$ cat src/rtl/div_seq.sv
// ---------------------------------------------------------------------------
// div_seq - sequential signed divider (restoring, one quotient bit per cycle)
//
// Produces the quotient on lo_o and the remainder on hi_o. The quotient
// truncates toward zero, and the remainder takes the sign of the dividend.
//
// Ports
//   clk_i       system clock, rising edge
//   reset_i     asynchronous, active-high reset
//   start_i     one-cycle request, accepted only when idle and not busy
//   a_i         dividend, two's complement
//   b_i         divisor, two's complement
//   busy_o      operation in progress (from E0+1 through the done cycle)
//   done_o      one-cycle pulse; hi_o/lo_o hold the new result
//   div_zero_o  one-cycle pulse; divisor was zero, nothing was computed
//   hi_o        remainder (registered, held between operations)
//   lo_o        quotient  (registered, held between operations)
//
// State table
//   IDLE | waiting for start_i
//   RUN  | WIDTH restoring steps, one per cycle
//   FIN  | sign fix-up; hi/lo and done are registered on leaving FIN
// ---------------------------------------------------------------------------
module div_seq #(
  parameter int WIDTH = 32,
  parameter int CNT_W = 6
) (
  input  logic             clk_i,
  input  logic             reset_i,
  input  logic             start_i,
  input  logic [WIDTH-1:0] a_i,
  input  logic [WIDTH-1:0] b_i,
  output logic             busy_o,
  output logic             done_o,
  output logic             div_zero_o,
  output logic [WIDTH-1:0] hi_o,
  output logic [WIDTH-1:0] lo_o
);

  typedef enum logic [1:0] {
    S_IDLE = 2'd0,
    S_RUN  = 2'd1,
    S_FIN  = 2'd2
  } state_t;

  state_t           state_q, state_d;
  logic [CNT_W-1:0] cnt_q, cnt_d;
  logic [WIDTH-1:0] dvd_q, dvd_d;     // dividend magnitude, becomes quotient
  logic [WIDTH-1:0] dvs_q, dvs_d;     // divisor magnitude
  logic [WIDTH-1:0] rem_q, rem_d;     // partial remainder
  logic             neg_quo_q, neg_quo_d;
  logic             neg_rem_q, neg_rem_d;
  logic [WIDTH-1:0] hi_q, hi_d;
  logic [WIDTH-1:0] lo_q, lo_d;
  logic             done_q, done_d;
  logic             dz_q, dz_d;
  logic             busy_q, busy_d;

  logic [WIDTH-1:0] a_mag;
  logic [WIDTH-1:0] b_mag;
  logic [WIDTH:0]   shifted;
  logic             ge;

  // Magnitudes are plain unsigned WIDTH-bit values; the most negative
  // number negates to itself, which is exactly its magnitude.
  assign a_mag = a_i[WIDTH-1] ? (~a_i + 1'b1) : a_i;
  assign b_mag = b_i[WIDTH-1] ? (~b_i + 1'b1) : b_i;

  // Trial step: shift the next dividend bit into the remainder and compare
  // at WIDTH+1 bits so a carried-out remainder bit is not lost.
  assign shifted = {rem_q, dvd_q[WIDTH-1]};
  assign ge      = (shifted >= {1'b0, dvs_q});

  always_comb begin
    state_d   = state_q;
    cnt_d     = cnt_q;
    dvd_d     = dvd_q;
    dvs_d     = dvs_q;
    rem_d     = rem_q;
    neg_quo_d = neg_quo_q;
    neg_rem_d = neg_rem_q;
    hi_d      = hi_q;
    lo_d      = lo_q;
    done_d    = 1'b0;
    dz_d      = 1'b0;
    // busy lags the state by one cycle, so it covers the done cycle too.
    busy_d    = (state_q != S_IDLE);

    case (state_q)
      S_IDLE: begin
        // busy_q is still high in the done cycle; a start there is dropped.
        if (start_i && !busy_q) begin
          if (b_i == '0) begin
            dz_d = 1'b1;
          end else begin
            dvd_d     = a_mag;
            dvs_d     = b_mag;
            rem_d     = '0;
            neg_quo_d = a_i[WIDTH-1] ^ b_i[WIDTH-1];
            neg_rem_d = a_i[WIDTH-1];
            cnt_d     = CNT_W'(WIDTH);
            state_d   = S_RUN;
          end
        end
      end

      S_RUN: begin
        // When ge is set the difference is below dvs_q, so WIDTH bits suffice.
        rem_d = ge ? (shifted[WIDTH-1:0] - dvs_q) : shifted[WIDTH-1:0];
        dvd_d = {dvd_q[WIDTH-2:0], ge};
        cnt_d = cnt_q - 1'b1;
        if (cnt_q == CNT_W'(1)) begin
          state_d = S_FIN;
        end
      end

      S_FIN: begin
        lo_d    = neg_quo_q ? (~dvd_q + 1'b1) : dvd_q;
        hi_d    = neg_rem_q ? (~rem_q + 1'b1) : rem_q;
        done_d  = 1'b1;
        state_d = S_IDLE;
      end

      default: begin
        state_d = S_IDLE;
      end
    endcase
  end

  always_ff @(posedge clk_i or posedge reset_i) begin
    if (reset_i) begin
      state_q   <= S_IDLE;
      cnt_q     <= '0;
      dvd_q     <= '0;
      dvs_q     <= '0;
      rem_q     <= '0;
      neg_quo_q <= 1'b0;
      neg_rem_q <= 1'b0;
      hi_q      <= '0;
      lo_q      <= '0;
      done_q    <= 1'b0;
      dz_q      <= 1'b0;
      busy_q    <= 1'b0;
    end else begin
      state_q   <= state_d;
      cnt_q     <= cnt_d;
      dvd_q     <= dvd_d;
      dvs_q     <= dvs_d;
      rem_q     <= rem_d;
      neg_quo_q <= neg_quo_d;
      neg_rem_q <= neg_rem_d;
      hi_q      <= hi_d;
      lo_q      <= lo_d;
      done_q    <= done_d;
      dz_q      <= dz_d;
      busy_q    <= busy_d;
    end
  end

  assign busy_o     = busy_q;
  assign done_o     = done_q;
  assign div_zero_o = dz_q;
  assign hi_o       = hi_q;
  assign lo_o       = lo_q;

endmodule

$ cat config.mk
export PLATFORM = sky130hd
export DESIGN_NAME = div_seq
export DESIGN_NICKNAME = d
export VERILOG_FILES = /design/src/rtl/div_seq.sv
export SDC_FILE = /design/constraint.sdc
export NUM_CORES = 1
export LEC_CHECK = 0
export ABC_AREA = 0
export CELL_PAD_IN_SITES_DETAIL_PLACEMENT = 1
export CELL_PAD_IN_SITES_GLOBAL_PLACEMENT = 2
export CORE_UTILIZATION = 37
export CTS_CLUSTER_SIZE = 25
export DETAILED_ROUTE_END_ITERATION = 12
export PLACE_DENSITY_LB_ADDON = 0.1
export SETUP_SLACK_MARGIN = 0.1
export SLEW_MARGIN = 20
export SYNTH_ARGS = -nofsm -noshare
export SYNTH_HDL_FRONTEND = slang
export SYNTH_SLANG_ARGS = --single-unit
$ cat constraint.sdc
create_clock -name clk_i -period 10.4 [get_ports clk_i]
set_input_delay 1.04 -clock clk_i [delete_from_list [all_inputs] [get_ports clk_i]]
set_output_delay 1.04 -clock clk_i [all_outputs]
set_load 0.01 [all_outputs]
# Yosys cells after proc, flatten, opt, wreduce, memory -nomap -nowiden
# Cells that the tools add are included.
# word_totals
register_bits,173
inputBits,67
out_inout_bits,67
word_cells,62
# op_classes
add_sub_neg,6
n_lt_le_gt_ge,1
n_eq_ne,6
n_mux,22
bitwise,6
n_reduce_logical,9
# ops
cell,n
2-to-1 mux 32 bit,9
adder 32 x 1 -> 32 bit (second input constant),4
NOT 32 bit,4
one-hot mux 32 bit (2 select lines),2
greater-or-equal comparator 33 x 32 -> 1 bit,1
zero test 32 bit,1
subtractor 32 bit,1
2-to-1 mux 6 bit,2
one-hot mux 6 bit (2 select lines),1
AND reduction 3 bit,3
equality test 6 x 1 -> 1 bit (second input constant),1
2-to-1 mux 2 bit,3
!= test 2 bit (second input constant),3
subtractor 6 x 1 -> 6 bit (second input constant),1
2-to-1 mux 1 bit,4
one-hot mux 2 bit (2 select lines),1
nonzero test 2 bit,2
equality test 2 x 1 -> 1 bit (second input constant),1
equality test 2 bit (second input constant),1
zero test 2 bit,1
logical AND 1 bit,1
zero test 1 bit,1
NOT 1 bit,1
XOR 1 bit,1

# Logic depth before layout (Yosys ltp)
# depth
depth_word,6
ltp_mapped,13
ltp_nobuf,13

# Worst setup path after synthesis
# Ideal clock, no wire load.
# synth_timing
path_kind,input to register
startpoint,input b_i[18]
endpoint,register cnt_q[5]
setup_time_ns,0.123
arrival_time_ns,3.477
required_ns,10.277
setup_slack_ns,6.800
path_stages,10
path_buffers,1
cell_sequence,or4_1 -> or2_1 -> or4_4 -> or4_4 -> o41ai_2 -> buf_4 -> or4_1 -> nor3_1 -> xnor2_1 -> nand2_1
# synth_between
elab_chain_cells,3
# synth_rtl
element,line,source
from (decl),32,"input logic [WIDTH-1:0] b_i,"
zero test 32 bit,93,if (b_i == '0) begin
!= test 2 bit (no source line),-,
AND reduction 3 bit (no source line),-,
to (signal assigned),146,cnt_q <= cnt_d;
to (decl),47,"logic [CNT_W-1:0] cnt_q, cnt_d;"
# No other way between the ends.
# A chain may end at the register's enable or synchronous reset.

# Worst setup path in the final report
# layout_timing
startpoint,input b_i[4]
endpoint,register cnt_q[5]
# Same word-level chain as after synthesis.

==> impl_metrics.json <==
{
  "outcome": "complete, no violations",
  "grt-ovfl-total": 0,
  "yosysSeqAreaShare_pct": 38.8,
  "routed_wl_um": 32100,
  "whs_ns": 0.477,
  "maxCapViolCount": 0,
  "track_usage_pct": 21.6,
  "hold_viol": 0,
  "ir_drop_uv": 204,
  "worstMarginPinSlew_ns": 1.06,
  "syn_inst": 1326,
  "ys_warn_count": 0,
  "path_class": "in2reg",
  "multiInputGateArea_mm2": 0.00628,
  "core_mm2": 0.0296,
  "die_w_um": 176,
  "total_leakage_power_nw": 5.53,
  "io_pins": 134,
  "vias": 9628,
  "viasPerCell": 5.31,
  "start_kind": "input port",
  "cts_tree": "done",
  "grt_pass1_wl_um": 52700,
  "synth_cell_types": 67,
  "io_buffers": 133,
  "postCtsHoldBufs": 0,
  "rsz0062_at_grt": "no",
  "clock_skew_ns": 0.0131,
  "grt_max_degree": 130,
  "end_kind": "flip-flop",
  "area_growth_syn_to_layout_pct": 19.8,
  "clockBufferDepth": 2,
  "nets": 1516,
  "slew_viol_final": 0,
  "die_area_mm2": 0.0308,
  "wl_per_cell_um": 17.7,
  "detail-route-antenna-nets": 0,
  "critPathTopFamily": "simple AND/OR/NAND/NOR gates",
  "final_cell_count_no_fill": 1812,
  "ys_dominant_reg_cell": "dfrtp_1",
  "gp_congestion": 0.841,
  "cts_root_buffer": "clkbuf_16",
  "period_share_pct": 44.7,
  "cp_common_cell": "or4_4",
  "first_pass_iters": 6,
  "period_minus_slack_ns": 4.65,
  "syn-num-nets": 1432,
  "rows": 63,
  "netlist_area_mm2": 0.0111,
  "start_util_pct": 37.6,
  "tns_ns": 0,
  "worst-path-buf-inv": 2,
  "async_flop_share_pct": 100,
  "critPathRequiredTime_ns": 10.70,
  "dp.cells": 1781,
  "cts_resized": 0,
  "hpwlAfterDp_um": 23300,
  "drive_gt1_share_pct": 4.50,
  "synth-edff-count": 0,
  "drc": 0,
  "setup_viol": 0,
  "post_cts_buffers": 0,
  "antenna_found_initial": 0,
  "cp.arrival_ns": 4.95,
  "power_density_mw_per_mm2": 330,
  "synth-seq-cells": 173,
  "fmax_mhz": 215,
  "diodes": 0,
  "clk_pin_slew_worst_paths_ns": 0.06,
  "htreeDepth": 4,
  "clock_sinks": 173,
  "clk_latency_ns": 0.44,
  "crit_slowest_cell": "buf_4",
  "numCtsBuffers": 17,
  "crit_path_cell_trace": "clkdlybuf4s50_1, nor4_1, nand4b_1, or4_4, or4_4, o41ai_4, buf_4, or4_1, nor3_1, xnor2_1, nand2_1",
  "slowest_delay_ns": 0.81,
  "worst-path-max-fanout": 101,
  "dieHeight_um": 176,
  "grt_pass1_vias": 9674,
  "hp-class": "reg2reg",
  "final_common_cell": "nand2_1",
  "fillers": 3495,
  "seqCellArea_mm2": 0.00433,
  "drt_iter0_markers": 461,
  "avgSynthCellArea_um2": 8.41,
  "power_mw": 4.40,
  "relSlewSlack_pct": 29.3,
  "layout_common_cells": "211 x nand2_1, 196 x o21ai_0, 173 x dfrtp_1"
}
-- flip-flops by register name, indices dropped and copies added, names as in the netlist --
| signal | count |
|---|---|
| lo_o | 32 |
| hi_o | 32 |
| dvd_q | 32 |
| neg_quo_q | 1 |
| div_zero_o | 1 |
| state_q | 2 |
| rem_q | 32 |
| busy_o | 1 |
| neg_rem_q | 1 |
| cnt_q | 6 |
| done_o | 1 |
| dvs_q | 32 |
-- cells by family (layout without fill, tap and decap cells) --
family / after synthesis / after routing / synth area share, %
AOI/OAI and AO/OA: 405 / 405 / 21.6
xor gates and xnor gates: 150 / 150 / 11.8
adders and majority gates: 39 / 39 / 4.45
buffers and inverters: 140 / 236 / 5.06
DFF: 173 / 173 / 38.8
muxes: 9 / 9 / 0.808
and+or+nand+nor: 410 / 410 / 17.5
-- path summary, 6_finish.rpt --
path	cells past startpoint	startpoint	slack (ns)	to
setup / recovery	11	b_i[4]	5.75	cnt_q[5]$_DFFE_PP0P_
hold / removal	2	hi_o[12]$_DFFE_PP0P_	0.48	hi_o[12]$_DFFE_PP0P_
setup reg to reg	11	rem_q[8]$_DFFE_PP0P_	6.86	rem_q[29]$_DFFE_PP0P_
hold reg to reg	2	hi_o[12]$_DFFE_PP0P_	0.48	hi_o[12]$_DFFE_PP0P_
max in group asynchronous	3	reset_i	8.06	dvd_q[20]$_DFFE_PP0P_
min in group asynchronous	2	reset_i	1.03	hi_o[14]$_DFFE_PP0P_
-- area by class of cell --
cell class | count | share of cell area, %
multi-input combinational | 1013 | 47.0
sequential | 173 | 32.4
timing repair buffer | 144 | 10.6
tap | 390 | 3.65
clock buffer | 19 | 3.32
inverter | 61 | 1.75
clock inverter | 12 | 1.20
-- Yosys cell counts (all sizes together), types with 16 or more instances --
master	count	share of area [%]
buf	16	0.88
o41ai	16	1.3
a21oi	64	2.9
xor2	94	7.4
ha	38	4.3
nand2	212	7.1
nor4	17	1.1
nand3	17	0.76
o21ai	208	9.3
or4	19	1.4
xnor2	56	4.4
o31ai	39	2.6
nor2	59	2.0
inv	61	2.1
dfrtp	173	39
clkbuf	63	2.1
or3	17	1.0
-- worst min-delay path, cell delays in order (launching register included) --
cell and delay [ns]:
dfrtp_1 0.34, nand2_1 0.05, o21ai_0 0.06
-- per-layer routing --
metal	global-route usage [%]	vias up	routed length [um]
met2	32.5	141	14000
li1	-	4826	-
met1	32.5	4640	16700
met4	5.18	0	302
met5	0	-	0
met3	2.88	21	1100
-- through the flow --
stage                     utilization, %  worst slack (ns)  instance area (um2)
final                               45.1              5.75                13400
after global routing                45.1              5.46                13400
after CTS                           45.0              5.73                13300
after detailed placement            43.0              5.24                12700
after global placement              43.0              5.35                12700
after floorplan                        -              4.67                11100
-- report_power, final --
group          switching (mW)  leakage (nW)  total (mW)  internal [mW]
Clock                   0.286         0.283       0.672          0.386
Combinational            1.44          3.02        2.46           1.02
Sequential              0.339          2.22        1.27          0.934
Note: power is estimated with default switching activity, not from simulation.
